### src/rtl/clk_div_pkg.sv
// Shared types for the programmable clock divider: controller states,
// config payload and the config validity rule.
package clk_div_pkg;

  // Widest period/high field the controller supports; narrower CW is zero-extended.
  localparam int unsigned MAX_CW = 16;

  typedef enum logic [1:0] {
    IDLE = 2'd0,
    RUN  = 2'd1,
    PEND = 2'd2,
    STOP = 2'd3
  } state_e;

  typedef struct packed {
    logic [MAX_CW-1:0] period;
    logic [MAX_CW-1:0] high;
  } cfg_t;

  // A period needs at least two cycles and a non-empty, non-full high phase.
  function automatic logic cfg_ok(input cfg_t c);
    return (c.period >= MAX_CW'(2)) && (c.high != '0) && (c.high < c.period);
  endfunction

endpackage

### src/rtl/clk_div_core.sv
// Divider datapath: active period/high registers, cycle counter with wrap
// detect, and the registered clk_out/tick compare.
module clk_div_core #(
  parameter int unsigned CW         = 8,
  parameter int unsigned DEF_PERIOD = 5,
  parameter int unsigned DEF_HIGH   = 2
) (
  input  logic          clk,
  input  logic          rst,
  input  logic          load,
  input  logic [CW-1:0] ld_period,
  input  logic [CW-1:0] ld_high,
  input  logic          run,
  output logic [CW-1:0] act_period,
  output logic          wrap_c,
  output logic          clk_out,
  output logic          tick
);

  logic [CW-1:0] period_q, period_d;
  logic [CW-1:0] high_q, high_d;
  logic [CW-1:0] count_q, count_d;
  logic          run_q;
  logic          clk_out_q, clk_out_d;
  logic          tick_q, tick_d;

  // Outputs are computed from the next count so they line up with count_q.
  always_comb begin
    period_d = period_q;
    high_d   = high_q;
    if (load) begin
      period_d = ld_period;
      high_d   = ld_high;
    end
    wrap_c  = run_q && (count_q == (period_q - CW'(1)));
    count_d = '0;
    if (run && run_q && !wrap_c) begin
      count_d = count_q + CW'(1);
    end
    clk_out_d = run && (count_d < high_d);
    tick_d    = run && (count_d == '0);
  end

  always_ff @(posedge clk) begin
    if (rst) begin
      period_q  <= CW'(DEF_PERIOD);
      high_q    <= CW'(DEF_HIGH);
      count_q   <= '0;
      run_q     <= 1'b0;
      clk_out_q <= 1'b0;
      tick_q    <= 1'b0;
    end else begin
      period_q  <= period_d;
      high_q    <= high_d;
      count_q   <= count_d;
      run_q     <= run;
      clk_out_q <= clk_out_d;
      tick_q    <= tick_d;
    end
  end

  assign act_period = period_q;
  assign clk_out    = clk_out_q;
  assign tick       = tick_q;

endmodule

### src/rtl/clk_div_ctrl.sv
// Clock divider controller: config handshake, shadow register and run/stop
// FSM around clk_div_core. New settings only take effect at a period boundary.
module clk_div_ctrl
  import clk_div_pkg::*;
#(
  parameter int unsigned CW         = 8,
  parameter int unsigned DEF_PERIOD = 5,
  parameter int unsigned DEF_HIGH   = 2
) (
  input  logic          clk,
  input  logic          rst,
  input  logic          en,
  input  logic          cfg_valid,
  output logic          cfg_ready,
  input  logic [CW-1:0] cfg_period,
  input  logic [CW-1:0] cfg_high,
  output logic          cfg_err,
  output logic          clk_out,
  output logic          tick,
  output logic          busy,
  output logic [CW-1:0] act_period
);

  state_e state_q, state_d;
  cfg_t   shadow_q, shadow_d;
  cfg_t   offer;
  cfg_t   ld_cfg;
  logic   cfg_ready_q, cfg_ready_d;
  logic   cfg_err_q, cfg_err_d;
  logic   busy_q, busy_d;
  logic   xfer;
  logic   offer_ok;
  logic   load;
  logic   run;
  logic   wrap_c;

  // Next state, handshake and load strobe.
  always_comb begin
    state_d      = state_q;
    shadow_d     = shadow_q;
    ld_cfg       = shadow_q;
    load         = 1'b0;
    cfg_err_d    = 1'b0;
    offer.period = MAX_CW'(cfg_period);
    offer.high   = MAX_CW'(cfg_high);
    offer_ok     = cfg_ok(offer);
    xfer         = cfg_valid && cfg_ready_q;
    if (xfer && !offer_ok) begin
      cfg_err_d = 1'b1;
    end
    case (state_q)
      IDLE: begin
        if (xfer && offer_ok) begin
          load   = 1'b1;
          ld_cfg = offer;
        end
        if (en) begin
          state_d = RUN;
        end
      end
      RUN: begin
        // A config offered alongside en=0 wins; the stop is taken at its apply wrap.
        if (xfer && offer_ok) begin
          shadow_d = offer;
          state_d  = PEND;
        end else if (!en) begin
          state_d = wrap_c ? IDLE : STOP;
        end
      end
      PEND: begin
        if (wrap_c) begin
          load    = 1'b1;
          ld_cfg  = shadow_q;
          state_d = en ? RUN : IDLE;
        end
      end
      STOP: begin
        if (en) begin
          state_d = RUN;
        end else if (wrap_c) begin
          state_d = IDLE;
        end
      end
      default: state_d = IDLE;
    endcase
    run         = (state_d != IDLE);
    busy_d      = run;
    cfg_ready_d = (state_d == IDLE) || (state_d == RUN);
  end

  always_ff @(posedge clk) begin
    if (rst) begin
      state_q     <= IDLE;
      shadow_q    <= '0;
      cfg_ready_q <= 1'b1;
      cfg_err_q   <= 1'b0;
      busy_q      <= 1'b0;
    end else begin
      state_q     <= state_d;
      shadow_q    <= shadow_d;
      cfg_ready_q <= cfg_ready_d;
      cfg_err_q   <= cfg_err_d;
      busy_q      <= busy_d;
    end
  end

  clk_div_core #(
    .CW        (CW),
    .DEF_PERIOD(DEF_PERIOD),
    .DEF_HIGH  (DEF_HIGH)
  ) u_core (
    .clk       (clk),
    .rst       (rst),
    .load      (load),
    .ld_period (CW'(ld_cfg.period)),
    .ld_high   (CW'(ld_cfg.high)),
    .run       (run),
    .act_period(act_period),
    .wrap_c    (wrap_c),
    .clk_out   (clk_out),
    .tick      (tick)
  );

  assign cfg_ready = cfg_ready_q;
  assign cfg_err   = cfg_err_q;
  assign busy      = busy_q;

endmodule

### config.mk
export PLATFORM = sky130hd
export DESIGN_NAME = clk_div_ctrl
export DESIGN_NICKNAME = d
export VERILOG_FILES = /design/src/rtl/clk_div_pkg.sv /design/src/rtl/clk_div_core.sv /design/src/rtl/clk_div_ctrl.sv
export SDC_FILE = /design/constraint.sdc
export NUM_CORES = 1
export LEC_CHECK = 0
export CORE_MARGIN = 5
export CORE_UTILIZATION = 39
export CTS_CLUSTER_DIAMETER = 50
export DETAILED_ROUTE_END_ITERATION = 8
export GPL_ROUTABILITY_DRIVEN = 0
export GPL_TIMING_DRIVEN = 0
export PLACE_DENSITY = 0.61
export SYNTH_ARGS = -nofsm -noshare
export SYNTH_HDL_FRONTEND = slang
export SYNTH_SLANG_ARGS = --single-unit
export TNS_END_PERCENT = 100
### constraint.sdc
create_clock -name clk -period 9.6 [get_ports clk]
set_clock_uncertainty 0.15 [all_clocks]
set_input_delay 1.44 -clock clk [delete_from_list [all_inputs] [get_ports clk]]
set_output_delay 1.44 -clock clk [all_outputs]
set_load 0.05 [all_outputs]
Word level (Yosys, flattened, before mapping). Cells that the tools add are included.

Output and inout bits: 13. Logic and storage cells: 56. Bits in registers: 63. Memories kept: 0. Memory bits (read-only): 0. Bits of input ports: 20. Bits in latches: 0. Bits in writable memories: 0.

Shift-type cells: 0. Reductions and logical operators: 18. Div/mod/pow operators: 0. Add/sub/neg operators: 2. Bitwise gates (word level): 0. Eq/ne operators: 5. Order comparisons: 3. Muxes and demuxes: 17. Multiply operators: 0.

Operators by type and width (number): $mux W32 (1); $mux W24 (1); $lt A8 B8 Y1 (2); $mux W8 (2); $mux W2 (7); $logic_and A1 B1 Y1 (10); $add A8 B1 Y8 const B (1); $eq A8 B8 Y1 (1); $ge A8 B2 Y1 const B (1); $logic_not A8 Y1 (1); $pmux W2 S4 (1); $reduce_bool A8 Y1 (1); $sub A8 B1 Y8 const B (1); $eq A2 B1 Y1 const B (2); $eq A2 B2 Y1 const B (2); $logic_not A2 Y1 (2); $mux W1 (4); $logic_not A1 Y1 (2); $pmux W1 S2 (1); $reduce_bool A2 Y1 (1); $logic_or A1 B1 Y1 (1).

Depth between registers and ports, before layout.
Depth after elaboration: 13. Mapped depth: 18. Mapped depth without buffers: 17.

By module. Synthesis repeated with hierarchy kept, for this count alone.

Cells, all modules: 306. Area total of the unflattened synthesis: 2874.0 µm².

By module, submodules not included: clk_div_core (area an instance 1556.5 µm², sequential area each 540.5 µm², instances 1, cells an instance 163); clk_div_ctrl (area an instance 1317.5 µm², sequential area each 420.4 µm², instances 1, cells an instance 143).

Least setup slack after synthesis. Ideal clock, no wire load.

Path kind: input to register. From: input port cfg_period[7]. To: register u_core.clk_out_q, in the netlist u_core.clk_out. Buffers on the path: 2. Setup slack: 5049 ps. Arrival: 4332 ps. Stages on the path: 18. Data required time: 9381 ps. Library setup time: 69 ps. Path through: inv_1 > ha_1 > nand2_1 > or3_1 > nor3_1 > or3_1 > buf_2 > clkbuf_1 > nor2_1 > a21o_1 > ha_1 > a21o_1 > a21o_1 > a21oi_1 > o21ai_0 > nor2_1 > o211ai_1 > o21ai_1.

Word-level cells in the longest chain between the ends: 12. Elaborated cells between the ends (all ways): 18. Classes of those cells: order compare: 3; mux: 8; reduce/logical: 7.

RTL lines: start, declared (RTL line clk_div_ctrl.sv:15) `input logic [CW-1:0] cfg_period,`; $ge A8 B2 Y1 (RTL line clk_div_pkg.sv:22) `return (c.period >= MAX_CW'(2)) && (c.high != '0) && (c.high < c.period);`; $logic_and A1 B1 Y1 (RTL line clk_div_pkg.sv:22); $logic_and A1 B1 Y1 * (RTL line clk_div_pkg.sv:22); $logic_and A1 B1 Y1 * (RTL line clk_div_ctrl.sv:53, clk_div_ctrl.sv:63); $mux W2 (RTL line clk_div_ctrl.sv:63) `if (xfer && offer_ok) begin`; $pmux W2 S4 (RTL line clk_div_ctrl.sv:51) `case (state_q)`; $reduce_bool A2 Y1 (RTL line clk_div_ctrl.sv:86) `run = (state_d != IDLE);`; $logic_and A1 B1 Y1 (2 in series) (RTL line clk_div_core.sv:37) `if (run && run_q && !wrap_c) begin`; $mux W8 (RTL line clk_div_core.sv:37); $lt A8 B8 Y1 (RTL line clk_div_core.sv:40) `clk_out_d = run && (count_d < high_d);`; $logic_and A1 B1 Y1 * (RTL line clk_div_core.sv:40); end signal, assigned (RTL line clk_div_core.sv:57) `clk_out_q <= clk_out_d;`; end, declared (RTL line clk_div_core.sv:24) `logic clk_out_q, clk_out_d;`.

Mark *: on every way between the ends. The rest lies on a longest branch, timed or not. A chain may end at the register's enable or synchronous reset.

Worst setup path after layout. Same ends and word-level chain as after synthesis.

==> metrics.md <==
| Metric | Value |
|---|---|
| Synthesized flop and latch total | `47` |
| Starting density of the core | `0.403` |
| Post-synth cell types | `51` |
| Largest net degree at the start of global routing | `14` |
| Final WL | `6770 um` |
| DR iter-0 viols | `95` |
| Die H | `93.8 um` |
| Endpoint, Worst Hold | `shadow_q[20]$_SDFFE_PP0P_` |
| Crit Path Class | `primary input to flip-flop` |
| Worst path max stage delay | `approximately 0.6 ns` |
| Worst Setup SP | `cfg_period[7]` |
| Clock share of power | `0.252` |
| R2R depth | `18` |
| Port bufs | `31` |
| Cell Chain, Critical Path | `clkdlybuf4s50_1 -> inv_1 -> ha_1 -> nand2_1 -> or3_1 -> nor3_1 -> or3_1 -> buf_2 -> clkbuf_1 -> nor2_1 -> a21o_1 -> ha_1 -> a21o_1 -> a21o_1 -> a21oi_1 -> o21ai_0 -> nor2_1 -> o211ai_1 -> o21ai_1` |
| Hold_buf cts | `0` |
| XOR/XNOR share of the synthesized area | `0.0512` |
| ANT cells | `0` |
| Vias in the first global route | `~2400` |
| Detail Placement HPWL | `5240 um` |
| Net switching power | `between 150 and 200 uW` |
| Post-synthesis sequential area ratio | `0.344` |
| Comb power frac | `0.278` |
| TritonRoute pass-1 iters | `4` |
| Worst skew pair latency | `roughly 0.30 ns` |
| Core Region | `0.00679 mm2` |
| PwrDens | `145 mW/mm2` |
| YS warnings | `0` |
| Hold WS | `0.350 ns` |
| Routed wire length per instance | `15.0 um` |
| Leak Pwr | `roughly 1.5 nW` |
| Register share of total power | `0.470` |
| Most common cell after layout, fill and taps aside | `nor2_1` |
| Final Max Tran Viols | `0` |
| Synthesized area per cell | `8.66 um2` |
| Share of cells above drive strength 1 | `0.0648` |
| Die area | `0.00879 mm2` |
| Syn_nets | `352` |
| R2r setup slk | `5.40 ns` |
| Post-layout util | `0.478` |
| Setup TNS Final | `0 ns` |
| Fillcell total | `686` |
| Cell Area, Synth | `0.00274 mm2` |
| Antenna viol nets, final | `0` |
| Power Total | `471 uW` |
| Synth Area in Adders | `0.0732` |
| Reg2Reg Capture Point | `u_core.clk_out$_SDFF_PP0_` |
| Largest family of logic cells by synthesized area | `simple AND/OR/NAND/NOR gates` |
| Post-layout nets | `390` |
| CTS tree | `done` |
| CTS Sinks | `47` |
| CP Capture Type | `flip-flop` |
| Most frequent cells in the layout | `nor2_1 (57), dfxtp_1 (47), mux2i_1 (32)` |
| Int Power | `313 uW` |
| CP max stage cell | `clkdlybuf4s50_1` |
| Post-synthesis mux area share | `0.117` |
| Worst Setup Start Kind | `primary input` |
| Drt drc | `0` |
| Post-route clock period utilization | `0.593` |
| Maxcap violations | `0` |
| Synth Instances | `316` |
| FMAX | `176 MHz` |
| Cts repair resizes | `0` |
| FP Rows | `30` |
| Post-synth EDFFs | `0` |
| Final setup vio count | `0` |
| Vias per cell | `5.24` |
| Finished Cell Area | `0.00325 mm2` |
| Unrepaired setup endpoints after global routing | `false` |
| Synth Area in Compound Gates | `0.155` |
| Hold Crit Class | `flip-flop to flip-flop` |
| Critical Path AT | `roughly 5.8 ns` |
| Prevailing post-synth register cell | `dfxtp_1` |
| First-pass GRT wire length | `about 12000 um` |
| Buffer count from post-CTS setup fixing | `0` |
| Post-Synth Simple-Gate Area | `0.205` |
| WP buf/inv | `4` |
| Switching share of power | `0.335` |
| CTS root buf | `clkbuf_8` |
| Deepest clock path buffer count | `2` |
| Die width | `93.8 um` |
| Status | `finished, final reports clean` |
| Final hold viol count | `0` |
| Max-slew headroom | `0.601` |
| Maximum vdd drop | `around 80 uV` |
| Reg-to-Reg Start | `u_core.act_period[0]$_SDFFE_PP1P_` |
| Antenna violations before repair | `0` |
| Crit path top cell by count | `a21o_1` |
| Post-synth ARST share | `0` |
| Hold Startpoint | `shadow_q[20]$_SDFFE_PP0P_` |
| Hold Path Cell Cnt | `2` |
| Max Fanout on Critical Path | `10` |
| Post-DP Area | `between 0.003 and 0.004 mm2` |
| Area Growth Syn to Fin | `18.7%` |
| Clock Pin Slew Worst Setup and Hold Paths | `0.09 ns` |
| Via count | `2363` |
| Cell family with most CP delay | `simple AND/OR/NAND/NOR gates` |
| Gr usage total | `0.169` |
| CP required | `~9.7 ns` |
| Slew @ Worst Pin | `0.599 ns` |
| GRT overflow | `0` |
| Num CTS Buffers | `5` |
| Crit path time final | `5.70 ns` |
| Top Ports | `33` |
| CTS H-Tree Depth | `2` |
==> Yosys cell counts, drive strengths merged, types with 5 or more instances <==
| master | instances | area, um2 |
|---|---|---|
| clkbuf | 11 | 42.5 |
| xor2 | 7 | 61.3 |
| mux2i | 32 | 320 |
| dfxtp | 47 | 941 |
| buf | 9 | 61.3 |
| nand3 | 9 | 45.0 |
| a21oi | 8 | 40.0 |
| nand2 | 11 | 48.8 |
| nor3 | 13 | 65.1 |
| inv | 12 | 45.0 |
| nor2 | 57 | 214 |
| or3 | 5 | 31.3 |
| a211oi | 15 | 125 |
| ha | 16 | 200 |
| xnor2 | 9 | 78.8 |
| o21ai | 5 | 25.0 |
| a21o | 8 | 60.1 |
==> registers in the layout, indices dropped and copies added, names as in the netlist <==
name and count:
cfg_err 1, cfg_ready 1, shadow_q 16, state_q 2
u_core.act_period 8, u_core.clk_out 1, u_core.count_q 8, u_core.high_q 8
u_core.run_q 1, u_core.tick 1
==> metal layers <==
metal,vias to the layer above,routed length (um),GRT usage
li1,1196,-,-
met1,1115,3340,0.227
met2,45,3090,0.283
met3,7,260,0.0288
met4,0,74,0.0397
met5,-,0,0
==> worst max-delay path by stage <==
stage | endpoint | slack, ns | depth (start not counted)
4_1_cts | u_core.clk_out$_SDFF_PP0_ | 3.83 | 19
5_1_grt | u_core.clk_out$_SDFF_PP0_ | 3.50 | 19
3_5_place_dp | u_core.clk_out$_SDFF_PP0_ | 3.53 | 19
3_3_place_gp | u_core.clk_out$_SDFF_PP0_ | 3.55 | 19
2_1_floorplan | u_core.clk_out$_SDFF_PP0_ | 5.05 | 18
6_report | u_core.clk_out$_SDFF_PP0_ | 3.90 | 19
==> area by class of cell <==
| cell class | instances | area (um2) | area share |
|---|---|---|---|
| clock buffers | 7 | 76.3 | 0.0235 |
| well taps | 96 | 120 | 0.0370 |
| multi-input cells | 237 | 1650 | 0.507 |
| repair buffers | 31 | 310 | 0.0955 |
| clock inverters | 1 | 5.00 | 0.00154 |
| flip-flops and latches | 47 | 941 | 0.290 |
| inverters | 12 | 45.0 | 0.0139 |
| plain buffers | 20 | 104 | 0.0320 |
==> cell families (layout without fill, tap and decap cells) <==
logic type                 after synthesis  after routing
AOI/OAI and AO/OA                       56             56
buffers and inverters                   32             71
muxes                                   32             32
adders and majority gates               16             16
xor gates and xnor gates                16             16
DFF                                     47             47
and+or+nand+nor                        117            117
==> power by group through the flow <==
stage,registers [mW],clock network (mW),logic [mW]
after CTS,0.222,0.121,0.132
after detailed placement,0.226,0,0.132
final,0.222,0.118,0.131
after floorplan,0.245,0,0.0683
after global placement,0.226,0,0.131
after global routing,0.224,0.129,0.144
==> worst reg2reg max path, cell delays in order, from the launching register on <==
cell and delay, ns:
dfxtp_1 0.33, buf_2 0.20, inv_1 0.06, ha_1 0.27, o21bai_1 0.19, a2111oi_2 0.40, a311oi_2 0.09, a211oi_4 0.48
nand2_4 0.21, mux2i_1 0.18, a21o_1 0.21, ha_1 0.30, a21o_1 0.18, a21o_1 0.17, a21oi_1 0.14, o21ai_0 0.15
nor2_1 0.13, o211ai_1 0.10, o21ai_1 0.18
==> per-stage QoR <==
| step | instances | setup WS (ns) |
|---|---|---|
| finish | 451 | 3.90 |
| CTS | 451 | 3.83 |
| floorplan | 316 | 5.05 |
| global route | 451 | 3.50 |
| detailed placement | 443 | 3.53 |
| global placement | 443 | 3.55 |
Note: power is estimated with default switching activity, not from simulation.
